[src/rtl/fwd_ctrl_unit.sv]
// Operand-forwarding select generator with load-use stall detection for a 5-stage pipeline.
// Optional FWD_STALL_CNT_EN adds a saturating 16-bit load-use stall counter (o_stall_cnt).
module fwd_ctrl_unit #(
  parameter int unsigned AWIDTH = 5
) (
  input  logic              clk,
  input  logic              rst_n,
  input  logic              i_hold,
  input  logic              i_flush,
  input  logic              i_id_valid,
  input  logic [AWIDTH-1:0] i_id_rs,
  input  logic [AWIDTH-1:0] i_id_rt,
  input  logic              i_id_uses_rs,
  input  logic              i_id_uses_rt,
  input  logic [AWIDTH-1:0] i_id_rd,
  input  logic              i_id_regwrite,
  input  logic              i_id_memread,
  output logic [1:0]        o_forward_a,
  output logic [1:0]        o_forward_b,
  output logic              o_stall,
  output logic              o_ex_valid
`ifdef FWD_STALL_CNT_EN
  ,
  output logic [15:0]       o_stall_cnt
`endif
);

  // WB-stage producers are never forwarded (write-first register file), so only EX and MEM
  // destinations are shadowed.
  logic [AWIDTH-1:0] ex_rd_q, ex_rd_d, mem_rd_q, mem_rd_d;
  logic              ex_we_q, ex_we_d, ex_mr_q, ex_mr_d, ex_valid_q, ex_valid_d;
  logic              mem_we_q, mem_we_d;
  logic [1:0]        fwd_a_q, fwd_a_d, fwd_b_q, fwd_b_d;
  logic [1:0]        nxt_a, nxt_b;
  logic              ex_we_eff, mem_we_eff, stall_raw;

  assign ex_we_eff  = ex_we_q && (ex_rd_q != '0);
  assign mem_we_eff = mem_we_q && (mem_rd_q != '0);

  assign stall_raw = i_id_valid && ex_mr_q && ex_we_eff &&
                     ((i_id_uses_rs && (i_id_rs == ex_rd_q)) ||
                      (i_id_uses_rt && (i_id_rt == ex_rd_q)));
  assign o_stall   = stall_raw && !i_hold;

  // EX match is checked first so the youngest producer wins.
  always_comb begin
    nxt_a = 2'd0;
    if (i_id_uses_rs && ex_we_eff && (i_id_rs == ex_rd_q)) begin
      nxt_a = 2'd1;
    end else if (i_id_uses_rs && mem_we_eff && (i_id_rs == mem_rd_q)) begin
      nxt_a = 2'd2;
    end
    nxt_b = 2'd0;
    if (i_id_uses_rt && ex_we_eff && (i_id_rt == ex_rd_q)) begin
      nxt_b = 2'd1;
    end else if (i_id_uses_rt && mem_we_eff && (i_id_rt == mem_rd_q)) begin
      nxt_b = 2'd2;
    end
  end

  always_comb begin
    ex_rd_d    = ex_rd_q;
    ex_we_d    = ex_we_q;
    ex_mr_d    = ex_mr_q;
    ex_valid_d = ex_valid_q;
    mem_rd_d   = mem_rd_q;
    mem_we_d   = mem_we_q;
    fwd_a_d    = fwd_a_q;
    fwd_b_d    = fwd_b_q;
    if (!i_hold) begin
      mem_rd_d = ex_rd_q;
      mem_we_d = ex_we_q;
      if (i_flush || stall_raw) begin
        ex_rd_d    = '0;
        ex_we_d    = 1'b0;
        ex_mr_d    = 1'b0;
        ex_valid_d = 1'b0;
        fwd_a_d    = 2'd0;
        fwd_b_d    = 2'd0;
      end else begin
        ex_rd_d    = i_id_valid ? i_id_rd : '0;
        ex_we_d    = i_id_valid && i_id_regwrite;
        ex_mr_d    = i_id_valid && i_id_memread;
        ex_valid_d = i_id_valid;
        fwd_a_d    = nxt_a;
        fwd_b_d    = nxt_b;
      end
    end
  end

  always_ff @(posedge clk or negedge rst_n) begin
    if (!rst_n) begin
      ex_rd_q    <= '0;
      ex_we_q    <= 1'b0;
      ex_mr_q    <= 1'b0;
      ex_valid_q <= 1'b0;
      mem_rd_q   <= '0;
      mem_we_q   <= 1'b0;
      fwd_a_q    <= 2'd0;
      fwd_b_q    <= 2'd0;
    end else begin
      ex_rd_q    <= ex_rd_d;
      ex_we_q    <= ex_we_d;
      ex_mr_q    <= ex_mr_d;
      ex_valid_q <= ex_valid_d;
      mem_rd_q   <= mem_rd_d;
      mem_we_q   <= mem_we_d;
      fwd_a_q    <= fwd_a_d;
      fwd_b_q    <= fwd_b_d;
    end
  end

  assign o_forward_a = fwd_a_q;
  assign o_forward_b = fwd_b_q;
  assign o_ex_valid  = ex_valid_q;

`ifdef FWD_STALL_CNT_EN
  logic [15:0] stall_cnt_q, stall_cnt_d;

  always_comb begin
    stall_cnt_d = stall_cnt_q;
    if (o_stall && (stall_cnt_q != 16'hFFFF)) begin
      stall_cnt_d = stall_cnt_q + 16'd1;
    end
  end

  always_ff @(posedge clk or negedge rst_n) begin
    if (!rst_n) begin
      stall_cnt_q <= 16'd0;
    end else begin
      stall_cnt_q <= stall_cnt_d;
    end
  end

  assign o_stall_cnt = stall_cnt_q;
`endif

endmodule

[config.mk]
export PLATFORM = sky130hd
export DESIGN_NAME = fwd_ctrl_unit
export DESIGN_NICKNAME = d
export VERILOG_FILES = /design/src/rtl/fwd_ctrl_unit.sv
export SDC_FILE = /design/constraint.sdc
export NUM_CORES = 1
export LEC_CHECK = 0
export CAP_MARGIN = 20
export CORE_UTILIZATION = 49
export DETAILED_ROUTE_END_ITERATION = 6
export GPL_TIMING_DRIVEN = 0
export PLACE_DENSITY_LB_ADDON = 0.15
export SYNTH_ARGS = -nofsm -noshare
export SYNTH_HDL_FRONTEND = slang
export SYNTH_SLANG_ARGS = --single-unit
[constraint.sdc]
create_clock -name clk -period 3.7 [get_ports clk]
set_clock_uncertainty 0.1 [all_clocks]
set_input_delay 0.37 -clock clk [delete_from_list [all_inputs] [get_ports clk]]
set_output_delay 0.37 -clock clk [all_outputs]
set_load 0.05 [all_outputs]
# Word level (Yosys, flattened, before mapping)
# Index checks and enable logic that the tools add are counted.
totals:
  reg_bits: 18
  word_cells: 46
  inputBits: 24
op_classes:
  n_mux: 11
  n_eq_ne: 4
  n_reduce_logical: 23
op_table:
  columns: ["op", "n"]
  rows:
  - ["$eq A5 B5 Y1", 4]
  - ["$logic_and A1 B1 Y1", 18]
  - ["$mux W2", 6]
  - ["$mux W5", 2]
  - ["$reduce_bool A5 Y1", 2]
  - ["$mux W1", 3]
  - ["$logic_or A1 B1 Y1", 2]
  - ["$logic_not A1 Y1", 1]

# Logic depth before layout (Yosys ltp)
logic_depth:
  ltp_word: 7
  mapped_depth: 6
  mapped_depth_nobuf: 5

# Least setup slack after synthesis
# No wires, ideal clock.
synth_timing:
  kind: "reg-to-output"
  startpoint: "register ex_rd_q[2]"
  endpoint: "output port o_stall"
  slack_ns: 1.156
  path_stages_with_launch: 7
  required_ns: 3.230
  arrival_time_ns: 2.074
  path_buffers: 1
  path_cell_list: "dfrtp_1 xor2_1 nor4_2 nand3_1 a211o_1 buf_6 nor2_1"
synth_via:
  elab_chain_len: 5
synth_lines:
  columns: ["element", "line", "source"]
  rows:
  - ["from (decl)", "30", "logic [AWIDTH-1:0] ex_rd_q, ex_rd_d, mem_rd_q, mem_rd_d;"]
  - ["from (signal assigned)", "102", "ex_rd_q <= ex_rd_d;"]
  - ["$eq A5 B5 Y1, or another cell as far along", "41", "((i_id_uses_rs && (i_id_rs == ex_rd_q)) ||"]
  - ["$logic_and A1 B1 Y1, on equally long branches", "41, 37, 42", null]
  - ["$logic_or A1 B1 Y1 / $logic_and A1 B1 Y1 (equally long branches)", "41, 40", null]
  - ["$logic_and A1 B1 Y1 *", "40", "assign stall_raw = i_id_valid && ex_mr_q && ex_we_eff &&"]
  - ["$logic_and A1 B1 Y1 *", "43", "assign o_stall = stall_raw && !i_hold;"]
  - ["to (decl)", "20", "output logic o_stall,"]
# Mark *: on every way between the ends. The rest lies on a longest branch, timed or not.

# Worst setup path in the final report
layout_timing:
  startpoint: "input port i_id_rt[2]"
  endpoint: "output port o_stall"
layout_via:
  elab_chain_len: 5
layout_lines:
  columns: ["element", "line", "source"]
  rows:
  - ["from (decl)", "12", "input logic [AWIDTH-1:0] i_id_rt,"]
  - ["$eq A5 B5 Y1", "42", "(i_id_uses_rt && (i_id_rt == ex_rd_q)));"]
  - ["$logic_and A1 B1 Y1", "42", null]
  - ["$logic_or A1 B1 Y1", "41", null]
  - ["$logic_and A1 B1 Y1", "40", null]
  - ["$logic_and A1 B1 Y1", "43", null]
# No other way between the ends.

==> run_results.csv <==
group,metric,value,unit
run_status,result_of_the_run,"completed",
floorplanning,fp.dieArea,2158,um2
clock_network,cts_setup_buffers,0,
finish,regArea,450.4,um2
power,total_power,0.4198,mW
setup_path,reg2reg_to,"ex_rd_q[1]",
setup_path,worst-r2r-cell-count,6,
synthesis,post_synth_instance_area,968.4,um2
power,swShare,25.20,%
power,power_leakage,0.5774,nW
sta,setup_repair_after_global_routing_missed_its_margin,"no",
sta,max_freq,0.2941,GHz
placed_design,dp.cells,135,
floorplanning,std_cell_rows,15,
synthesis,ys_seq_area_share,46.51,%
detailed_routing,routed_length_per_instance,16.38,um
sta,final.period_utilization,91.91,%
placed_design,gpl.final_weighted_congestion,0.9226,
global_routing,initial_antenna_violation_count,0,
sta,max-slew-margin-rel,47.36,%
sta,postLayoutSetupSlackWorst,0.2995,ns
floorplanning,fp.coreArea,1783,um2
setup_path,rrSetupSlack,1.58,ns
detailed_routing,first_pass_iters,4,
synthesis,number_of_distinct_library_cells_after_synthesis,23,
run,cap_violations,0,
placed_design,detailedPlacementHpwl,1816,um
clock_network,post_cts.resized_instances,0,
power,power_frac_seq,52.3,%
clock_network,cts_root_buf,"sky130_fd_sc_hd__clkbuf_4",
placed_design,port_buffers,29,
synthesis,flip_flop_and_latch_count_after_synthesis,18,
sta,timing.final.hold_violations,0,
setup_path,crit_start,"i_id_rt[2]",
global_routing,global_route.overflow_total,0,
global_routing,first_global_vias,828,
detailed_routing,viasPerCell,5.842,
power,pwr-share-comb,19.6,%
setup_path,setup.worst_path.start_class,"input pin",
sta,tightestPinTransition,0.7872,ns
clock_network,h_tree_depth,1,
setup_path,crit_fanout,10,
clock_network,cts_sinks,18,
synthesis,postSynthCellCount,81,
global_routing,largest_net_degree_at_the_start_of_global_routing,19,
power,peakVddDrop,220.6,uV
finish,fin_util,74.39,%
detailed_routing,route.vias.total,812,
finish,syn2layout_area_growth,36.95,%
power,clk_pwr_share,28.1,%
clock_network,cts_tree,"done",
power,power_per_cell_area,316.5,nW/um2
global_routing,globalRouteTotalUtil,25.51,%
sta,holdWs,0.3988,ns
floorplanning,die_h,46.46,um
synthesis,post_synth.cell_area_avg,11.96,um2
finish,antenna_cells,0,
synthesis,synthesis.yosys.warnings,0,
setup_path,worstPathRequired,3.23,ns
finish,drive_gt1_share,12.28,%
power,power.switching,0.1058,mW
finish,summed_area_of_non_filler_cells_in_the_final_layout,1326,um2
clock_network,cts-buffers-inserted,3,
placed_design,placed_area,1290,um2
power,internal_power,0.3140,mW
sta,total_negative_setup_slack,0,ns
placed_design,dp_slack,0.3070,ns
detailed_routing,drc_errors,0,
global_routing,grt_first_pass_wirelength,3719,um
floorplanning,chipWidth,46.46,um
clock_network,clock_network_latency_to_the_later_pin_of_the_worst_skew_pair,0.29,ns
finish,post_layout_nonfiller_instances,139,
detailed_routing,antenna_left,0,
setup_path,timing.critical_path.arrival,2.93,ns
detailed_routing,route.final.wire_length,2277,um
setup_path,worst_setup_ep,"o_stall",
sta,slew_violations,0,
floorplanning,initial_utilization,54.32,%
setup_path,critical_path.endpoint_type,"primary output",
setup_path,crit_type,"input pin to primary output",
clock_network,cts-hold-fix-buffers,0,
finish,num-fill-cells,132,
hold_path,worst_hold_path_type,"flop to flop",
clock_network,cts_max_path_buffers,2,
clock_network,cts.reportedPaths.clkPinSlew,0.10,ns
floorplanning,design.portCount,30,
finish,multi_input_comb_area,491.7,um2
detailed_routing,dr.first_iter.drc_count,9,
setup_path,crit-reg2reg-launch,"ex_rd_q[2]",
sta,setup_viol,0,
sta,min_period,3.401,ns
finish,nets,139,
synthesis,nets_in_the_synthesized_netlist,105,
==> sequential cells by signal (all words and copies together) (netlist names) <==
signal and cells:
ex_mr_q 1, o_forward_b 2, mem_rd_q 5, o_ex_valid 1, mem_we_q 1, ex_we_q 1
o_forward_a 2, ex_rd_q 5
==> power by group through the flow <==
stage	combinational (mW)	sequential [mW]	clock [mW]
CTS	0.0829	0.220	0.119
detailed placement	0.0823	0.224	0
global placement	0.0800	0.222	0
floorplan	0.0379	0.223	0
finish	0.0823	0.220	0.118
global route	0.0887	0.222	0.127
==> cells in the final DEF (no fill, tap or decap), types with 2 or more instances in the layout <==
cell                               n
sky130_fd_sc_hd__nor2_1            2
sky130_fd_sc_hd__clkdlybuf4s50_1  29
sky130_fd_sc_hd__xor2_1           16
sky130_fd_sc_hd__buf_1             2
sky130_fd_sc_hd__a32o_1            9
sky130_fd_sc_hd__or4_1             2
sky130_fd_sc_hd__xnor2_1           4
sky130_fd_sc_hd__nand2_1           3
sky130_fd_sc_hd__clkbuf_4          3
sky130_fd_sc_hd__nor4_1            3
sky130_fd_sc_hd__o31ai_1           2
sky130_fd_sc_hd__dfrtp_1          18
sky130_fd_sc_hd__nand3_1           2
sky130_fd_sc_hd__mux2_2            6
sky130_fd_sc_hd__o2111a_1          2
==> cell type report <==
class / count / area share, %
buffer: 4 / 1.698
tap: 25 / 2.358
clock buffer: 4 / 2.736
sequential: 18 / 33.96
multi-input combinational: 58 / 37.08
timing repair buffer: 29 / 21.89
inverter: 1 / 0.2830
==> critical path, stage by stage <==
cell and delay [ns]:
sky130_fd_sc_hd__clkdlybuf4s50_1 0.47, sky130_fd_sc_hd__xor2_1 0.17, sky130_fd_sc_hd__nor4_1 0.33, sky130_fd_sc_hd__nand3_1 0.19, sky130_fd_sc_hd__a211o_1 0.33, sky130_fd_sc_hd__buf_6 0.15, sky130_fd_sc_hd__nor2_1 0.10, sky130_fd_sc_hd__clkdlybuf4s50_1 0.81
==> synthesized netlist by cell type <==
library cell,instances,share of area [%]
sky130_fd_sc_hd__o21ai_1,1,0.52
sky130_fd_sc_hd__o31ai_1,2,1.5
sky130_fd_sc_hd__buf_1,2,0.78
sky130_fd_sc_hd__inv_1,1,0.39
sky130_fd_sc_hd__o2111a_1,2,2.3
sky130_fd_sc_hd__xor2_1,16,14
sky130_fd_sc_hd__and2_1,1,0.65
sky130_fd_sc_hd__xnor2_1,4,3.6
sky130_fd_sc_hd__or4_1,2,1.5
sky130_fd_sc_hd__nor4_1,3,1.9
sky130_fd_sc_hd__dfrtp_1,18,47
sky130_fd_sc_hd__a22o_2,1,1.0
sky130_fd_sc_hd__a32o_1,9,9.3
sky130_fd_sc_hd__nor4_2,1,1.3
sky130_fd_sc_hd__buf_6,1,1.2
sky130_fd_sc_hd__clkbuf_1,1,0.39
sky130_fd_sc_hd__mux2_2,6,7.0
sky130_fd_sc_hd__nand2_1,3,1.2
sky130_fd_sc_hd__or3b_2,1,0.90
sky130_fd_sc_hd__o211ai_1,1,0.78
sky130_fd_sc_hd__nand3_1,2,1.0
sky130_fd_sc_hd__nor2_1,2,0.78
sky130_fd_sc_hd__a211o_1,1,0.90
==> routing by layer <==
| layer | track usage (%) | vias to the layer above | wire, um |
|---|---|---|---|
| met5 | 0 | - | 0 |
| met4 | 8.824 | 0 | 24 |
| met3 | 3.529 | 4 | 85 |
| met2 | 44.17 | 21 | 1174 |
| met1 | 32.08 | 414 | 992 |
| li1 | - | 373 | - |
==> worst min-delay path by stage <==
stage,start,endpoint,slack [ns],depth (start not counted)
floorplan,rst_n,ex_mr_q,-0.03,0
global placement,o_forward_a[0],o_forward_a[0],0.37,2
detailed placement,o_forward_a[1],o_forward_a[1],0.38,1
CTS,o_forward_a[1],o_forward_a[1],0.40,1
global route,ex_mr_q,ex_mr_q,0.41,1
finish,o_forward_a[1],o_forward_a[1],0.40,1
==> logic make-up (layout without fill, tap and decap cells) <==
group	after synthesis	after routing	synth area share, %
xor+xnor	20	20	18.09
flops	18	18	46.51
mux	6	6	6.976
compound gates	17	17	16.41
buf+inv	5	38	2.713
simple gates	15	15	9.303
(Power assumes the default switching activity.)
